===== config.mk =====
export PLATFORM = sky130hd
export DESIGN_NAME = i2s_slave_rx
export DESIGN_NICKNAME = d
export VERILOG_FILES = /design/src/rtl/i2s_slave_rx_pkg.sv /design/src/rtl/i2s_rx_fifo.sv /design/src/rtl/i2s_slave_rx.sv
export SDC_FILE = /design/constraint.sdc
export NUM_CORES = 1
export LEC_CHECK = 0
export ABC_AREA = 1
export CORE_MARGIN = 4
export CORE_UTILIZATION = 25
export CTS_BUF_LIST = sky130_fd_sc_hd__clkbuf_4
export CTS_CLUSTER_DIAMETER = 30
export CTS_CLUSTER_SIZE = 25
export DETAILED_ROUTE_END_ITERATION = 6
export GPL_TIMING_DRIVEN = 0
export PLACE_DENSITY = 0.39
export SYNTH_ARGS = -nofsm -noshare
export SYNTH_HDL_FRONTEND = slang
export SYNTH_SLANG_ARGS = --single-unit

===== constraint.sdc =====
create_clock -name clk -period 5.74 [get_ports clk]
set_clock_uncertainty 0.05 [all_clocks]
set_input_delay 1.722 -clock clk [delete_from_list [all_inputs] [get_ports clk]]
set_output_delay 1.722 -clock clk [all_outputs]
set_load 0.01 [all_outputs]

===== src/rtl/i2s_slave_rx_pkg.sv =====
// rtl/i2s_slave_rx_pkg.sv - shared I2S receiver definitions: states, channel codes, default width
package i2s_slave_rx_pkg;

  localparam int   DW_DEFAULT = 32;
  localparam logic CH_LEFT    = 1'b0;
  localparam logic CH_RIGHT   = 1'b1;

  typedef enum logic [2:0] {
    ST_IDLE,
    ST_DELAY_L,
    ST_SHIFT_L,
    ST_DONE_L,
    ST_DELAY_R,
    ST_SHIFT_R,
    ST_DONE_R
  } rx_state_e;

endpackage


===== src/rtl/i2s_rx_fifo.sv =====
// rtl/i2s_rx_fifo.sv - show-ahead synchronous FIFO holding left/right sample pairs
module i2s_rx_fifo #(
  parameter int W     = 64,
  parameter int DEPTH = 8
) (
  input  logic                     clk,
  input  logic                     rst,
  input  logic                     push,
  input  logic [W-1:0]             wdata,
  input  logic                     pop,
  output logic [W-1:0]             rdata,
  output logic                     full,
  output logic                     empty,
  output logic [$clog2(DEPTH):0]   level
);

  localparam int AW = $clog2(DEPTH);
  localparam int LW = AW + 1;

  logic [W-1:0]  mem [DEPTH];
  logic [AW-1:0] wr_ptr;
  logic [AW-1:0] rd_ptr;
  logic          do_push;
  logic          do_pop;

  assign full    = (level == LW'(DEPTH));
  assign empty   = (level == '0);
  assign do_pop  = pop & ~empty;
  // a push into a full FIFO only lands when the head leaves in the same cycle
  assign do_push = push & (~full | do_pop);
  assign rdata   = mem[rd_ptr];

  always_ff @(posedge clk) begin
    if (rst) begin
      wr_ptr <= '0;
      rd_ptr <= '0;
      level  <= '0;
      for (int i = 0; i < DEPTH; i++) mem[i] <= '0;
    end else begin
      if (do_push) begin
        mem[wr_ptr] <= wdata;
        wr_ptr      <= wr_ptr + AW'(1);
      end
      if (do_pop) rd_ptr <= rd_ptr + AW'(1);
      level <= level + LW'(do_push) - LW'(do_pop);
    end
  end

endmodule


===== src/rtl/i2s_slave_rx.sv =====
// rtl/i2s_slave_rx.sv - I2S clock-slave receiver rebuilding left/right words into a pair stream
module i2s_slave_rx
  import i2s_slave_rx_pkg::*;
#(
  parameter int DW          = DW_DEFAULT,
  parameter int FIFO_DEPTH  = 8,
  parameter int SYNC_STAGES = 2
) (
  input  logic                          clk,
  input  logic                          rst,
  input  logic                          enable,
  input  logic                          bclk_i,
  input  logic                          lrclk_i,
  input  logic                          sdin,
  output logic                          m_valid,
  input  logic                          m_ready,
  output logic [DW-1:0]                 m_data_l,
  output logic [DW-1:0]                 m_data_r,
  output logic [$clog2(FIFO_DEPTH):0]   fifo_level,
  output logic                          overflow,
  output logic                          frame_err,
  input  logic                          err_clr
);

  localparam int CW = $clog2(DW);

  logic [SYNC_STAGES-1:0] bclk_sync, lr_sync, sd_sync;
  logic                   bclk_prev, lr_prev;
  logic                   bclk_rise, lr_rise, lr_fall, sd_cur;

  rx_state_e     state, state_nx;
  logic [CW-1:0] bitcnt, bitcnt_nx;
  logic [DW-1:0] word_l, word_r;
  logic          left_valid, left_valid_nx;
  logic          push_q, push_nx;
  logic          cap, chan, ferr_set, last_bit;
  logic          full, empty, pop, fifo_drop;
  logic [2*DW-1:0] head;

  always_ff @(posedge clk) begin
    if (rst) begin
      bclk_sync <= '0;
      lr_sync   <= '0;
      sd_sync   <= '0;
      bclk_prev <= 1'b0;
      lr_prev   <= 1'b0;
    end else begin
      bclk_sync <= {bclk_sync[SYNC_STAGES-2:0], bclk_i};
      lr_sync   <= {lr_sync[SYNC_STAGES-2:0], lrclk_i};
      sd_sync   <= {sd_sync[SYNC_STAGES-2:0], sdin};
      bclk_prev <= bclk_sync[SYNC_STAGES-1];
      lr_prev   <= lr_sync[SYNC_STAGES-1];
    end
  end

  assign bclk_rise = ~bclk_prev & bclk_sync[SYNC_STAGES-1];
  assign lr_rise   = ~lr_prev & lr_sync[SYNC_STAGES-1];
  assign lr_fall   = lr_prev & ~lr_sync[SYNC_STAGES-1];
  assign sd_cur    = sd_sync[SYNC_STAGES-1];
  assign last_bit  = (bitcnt == CW'(DW - 1));
  assign chan      = (state == ST_SHIFT_R) ? CH_RIGHT : CH_LEFT;

  always_comb begin
    state_nx      = state;
    bitcnt_nx     = bitcnt;
    left_valid_nx = left_valid;
    push_nx       = 1'b0;
    ferr_set      = 1'b0;
    cap           = 1'b0;
    if (!enable) begin
      state_nx      = ST_IDLE;
      left_valid_nx = 1'b0;
    end else begin
      case (state)
        ST_IDLE:   if (lr_fall) state_nx = ST_DELAY_L;
        ST_DONE_L: if (lr_rise) state_nx = ST_DELAY_R;
        ST_DONE_R: if (lr_fall) state_nx = ST_DELAY_L;
        ST_DELAY_L, ST_DELAY_R, ST_SHIFT_L, ST_SHIFT_R: begin
          // word select moved before the word finished: resync on the new channel
          if (lr_fall || lr_rise) begin
            ferr_set      = 1'b1;
            left_valid_nx = 1'b0;
            state_nx      = lr_fall ? ST_DELAY_L : ST_DELAY_R;
          end else if (bclk_rise) begin
            if (state == ST_DELAY_L || state == ST_DELAY_R) begin
              state_nx  = (state == ST_DELAY_L) ? ST_SHIFT_L : ST_SHIFT_R;
              bitcnt_nx = '0;
            end else begin
              cap       = 1'b1;
              bitcnt_nx = bitcnt + CW'(1);
              if (last_bit) begin
                if (chan == CH_LEFT) begin
                  state_nx      = ST_DONE_L;
                  left_valid_nx = 1'b1;
                end else begin
                  state_nx      = ST_DONE_R;
                  push_nx       = left_valid;
                  left_valid_nx = 1'b0;
                end
              end
            end
          end
        end
        default:   state_nx = ST_IDLE;
      endcase
    end
  end

  always_ff @(posedge clk) begin
    if (rst) begin
      state      <= ST_IDLE;
      bitcnt     <= '0;
      left_valid <= 1'b0;
      push_q     <= 1'b0;
      word_l     <= '0;
      word_r     <= '0;
      overflow   <= 1'b0;
      frame_err  <= 1'b0;
    end else begin
      state      <= state_nx;
      bitcnt     <= bitcnt_nx;
      left_valid <= left_valid_nx;
      push_q     <= push_nx;
      if (cap) begin
        if (chan == CH_RIGHT) word_r[bitcnt] <= sd_cur;
        else                  word_l[bitcnt] <= sd_cur;
      end
      overflow  <= fifo_drop | (overflow & ~err_clr);
      frame_err <= ferr_set | (frame_err & ~err_clr);
    end
  end

  assign m_valid   = ~empty;
  assign pop       = m_valid & m_ready;
  assign fifo_drop = push_q & full & ~pop;
  assign m_data_l  = head[2*DW-1:DW];
  assign m_data_r  = head[DW-1:0];

  i2s_rx_fifo #(
    .W     (2 * DW),
    .DEPTH (FIFO_DEPTH)
  ) u_fifo (
    .clk   (clk),
    .rst   (rst),
    .push  (push_q),
    .wdata ({word_l, word_r}),
    .pop   (pop),
    .rdata (head),
    .full  (full),
    .empty (empty),
    .level (fifo_level)
  );

endmodule


==> impl_metrics.yaml <==
synthesis:
  synth_edf_count: 512
  ys_types: 30
  yosys-top-cells-area: "edfxtp_1 (57%), nor2_1 (14%), dfxtp_1 (7.2%)"
  yosys-top-cells-count: "nor2_1 (1,029), edfxtp_1 (512), nand2_1 (316)"
  netlist.area_leader.share: 0.5693
  synth.yosys.warnings: 0
  syn_area_per_cell_um2: 9.929
  seq_area_frac_synth: 0.6412
  yosys.area.top_type: "edfxtp_1"
  synth_most_common_cell: "nor2_1"
  ys.flop_type: "edfxtp_1"
  syn_inst: 2720
  synthesis.area_mm2: 0.02701
  synth_nets: 2744
  postSynth.asyncResetShare: 0
  ys_ff_latch: 609
clock_tree:
  numCtsBuffers: 163
  cts_root_buffer: "clkbuf_4"
  cts_hold_buf: 0
  clkSinkCount: 609
  clk_pin_slew_ps: 70
  htree_levels: 4
  cts_tree: "built"
  clock_path_buffers: 3
  clk_latency_ps: 1040
floorplan:
  dieArea_mm2: 0.1134
  start_util: 0.2519
  core.rowCount: 120
  ioPinCount: 79
  die_w_um: 336.7
  core-area_mm2: 0.1072
  fp.dieH_um: 336.7
power:
  p_int_mw: 8.678
  power.share.switching: 0.3227
  p_sw_mw: 4.134
  seqPwrFrac: 0.396
  power.density_mw_per_mm2: 396.2
  combPwrFrac: 0.245
  peakVddDrop_v: 0.0002149
  p_leak_nw: 10.84
  p_clk_frac: 0.359
grt:
  use_met1: 0.2058
  grt_max_degree: 39
  use_met2: 0.2786
  grt.total_usage: 0.1640
  gr-usage-met3: 0.03512
  grt_pass1_vias: 21515
  antenna_found_initial: 3
  grt_overflow: 0
  grt_most_used_layer: "met2"
  grt_first_pass_wirelength_um: 137400
worst_setup_path:
  reg2reg_slack_ps: 2470
  arrival_ps: 3760
  r2r_cells: 11
  cp-end-kind: "output pin"
  cp_max_fo: 11
  reg2reg_from: "u_fifo.level[2]"
  critPathLaunchType: "flop"
  crit_type: "reg2out"
  crit_required_ps: 3970
timing:
  drv_slew: 0
  min_period_over_period: 0.9646
  fmax_mhz: 180.6
  layout_min_cycle_time_ps: 5537
  rsz0062_at_grt: "no"
  tns_ps: 0
  hold_viol: 0
  slew_headroom: 0.2024
  worstMarginPinSlew_ps: 1196
  setup-violations-final: 0
hold_path:
  hold_class: "reg2reg"
  hp-start: "sd_sync[0]"
  hold_depth: 2
placement:
  dp.cells: 4208
  gp_congestion: 0.8273
  portBuffers: 77
  dp_hpwl_um: 61680
flow_run:
  cap_violations: 0
route:
  wl_um: 92840
  initialDrtViolationCount: 1615
  num_vias: 20765
  wl_per_cell_um: 20.54
  ant_nets: 0
  drc_errors: 0
  drtPass1Iterations: 6
  via_per_inst: 4.594
final_layout:
  drive_gt1_frac: 0.1289
  area_delta_synth_final_pct: 19.74
  finalNetCount: 2994
  layoutNonFillerInstCount: 4520
  multi_input_area_mm2: 0.008125
  fill_cells: 11392
  seq_area_mm2: 0.01732
run_status:
  status: "complete, no violations"
## flip-flops by register name (all words and copies together) (netlist names), 2 cells and up, named ones only
signal,count
u_fifo.rd_ptr,3
word_l,32
u_fifo.wr_ptr,3
u_fifo.mem,512
sd_sync,2
lr_sync,2
word_r,32
bitcnt,5
state,3
bclk_sync,2
u_fifo.level,4
## repair_timing
| action | in CTS | in global routing |
|---|---|---|
| setup endpoints to repair | 64 | 0 |
| buffers inserted | 0 | 0 |
| resized for setup | 15 | 0 |
## cell type report
class	count	share of cell area
tap	1403	0.05428
timing repair buffer	85	0.02995
multi-input combinational	1809	0.2513
clock buffer	195	0.04527
sequential	609	0.5356
buffer	184	0.03734
antenna	6	0.0004643
clock inverter	111	0.03215
inverter	118	0.01370
## routing by layer
layer	wire length, µm	share of wire	vias to the layer above
li1	-	-	9843
met1	39810	0.43	10135
met2	45230	0.49	614
met3	5212	0.056	173
met4	2582	0.028	0
met5	0	0	-
## cell usage in the layout (no fill, tap or decap), drive strengths merged, types with 13 or more instances in the layout
cell / netlist / routed
a21oi: 83 / 83
buf: 108 / 116
bufinv: 0 / 19
clkbuf: 76 / 271
clkdlybuf4s50: 0 / 77
clkinv: 0 / 75
clkinvlp: 0 / 13
dfxtp: 97 / 97
edfxtp: 512 / 512
ha: 15 / 15
inv: 118 / 122
nand2: 320 / 320
nand3: 81 / 81
nor2: 1032 / 1032
o21ai: 138 / 138
o32ai: 128 / 128
## logic make-up (layout without fill, tap and decap cells)
family          count (synthesis)  after routing  share of synthesized area
xor+xnor                        2              2                  0.0006487
simple gates                 1442           1442                     0.2078
fa+ha+maj                      16             16                   0.007691
buf+inv                       302            693                    0.06018
other cells                     0              6                          0
flops                         609            609                     0.6412
compound gates                349            349                    0.08246
## worst max-delay path, cell delays in order (launching register included)
cell	delay (ps)
dfxtp_4	460
buf_6	280
buf_8	250
buf_6	260
buf_6	210
nor2_1	60
o32ai_1	400
nand2_1	100
nand2_1	150
clkdlybuf4s50_1	560
## power groups by stage
stage	Sequential, mW	Clock [mW]	Combinational, mW
global placement	5.19	0	3.17
CTS	5.08	4.74	3.21
floorplan	5.15	0	1.64
finish	5.07	4.60	3.13
detailed placement	5.17	0	3.19
global route	5.09	4.98	3.44
## per-stage QoR
stage / area (µm²) / hold WS (ps) / util / worst slack, ps / total power [mW]
finish: 32340 / 357.8 / 0.3017 / 203.4 / 12.81
global placement: 29530 / 346.7 / 0.2755 / -1422 / 8.355
floorplan: 27010 / 338.3 / - / 1383 / 6.794
detailed placement: 29790 / 344.4 / 0.2779 / 519.2 / 8.363
global route: 32330 / 357.8 / 0.3016 / 8.617 / 13.52
CTS: 32320 / 356.9 / 0.3015 / 28.56 / 13.03
## final timing paths
check                      end
min reg2reg         sd_sync[1]
max reg2reg  u_fifo.mem[1][17]
min                 sd_sync[1]
max                m_data_l[7]
Note: power is estimated with default switching activity, not from simulation.
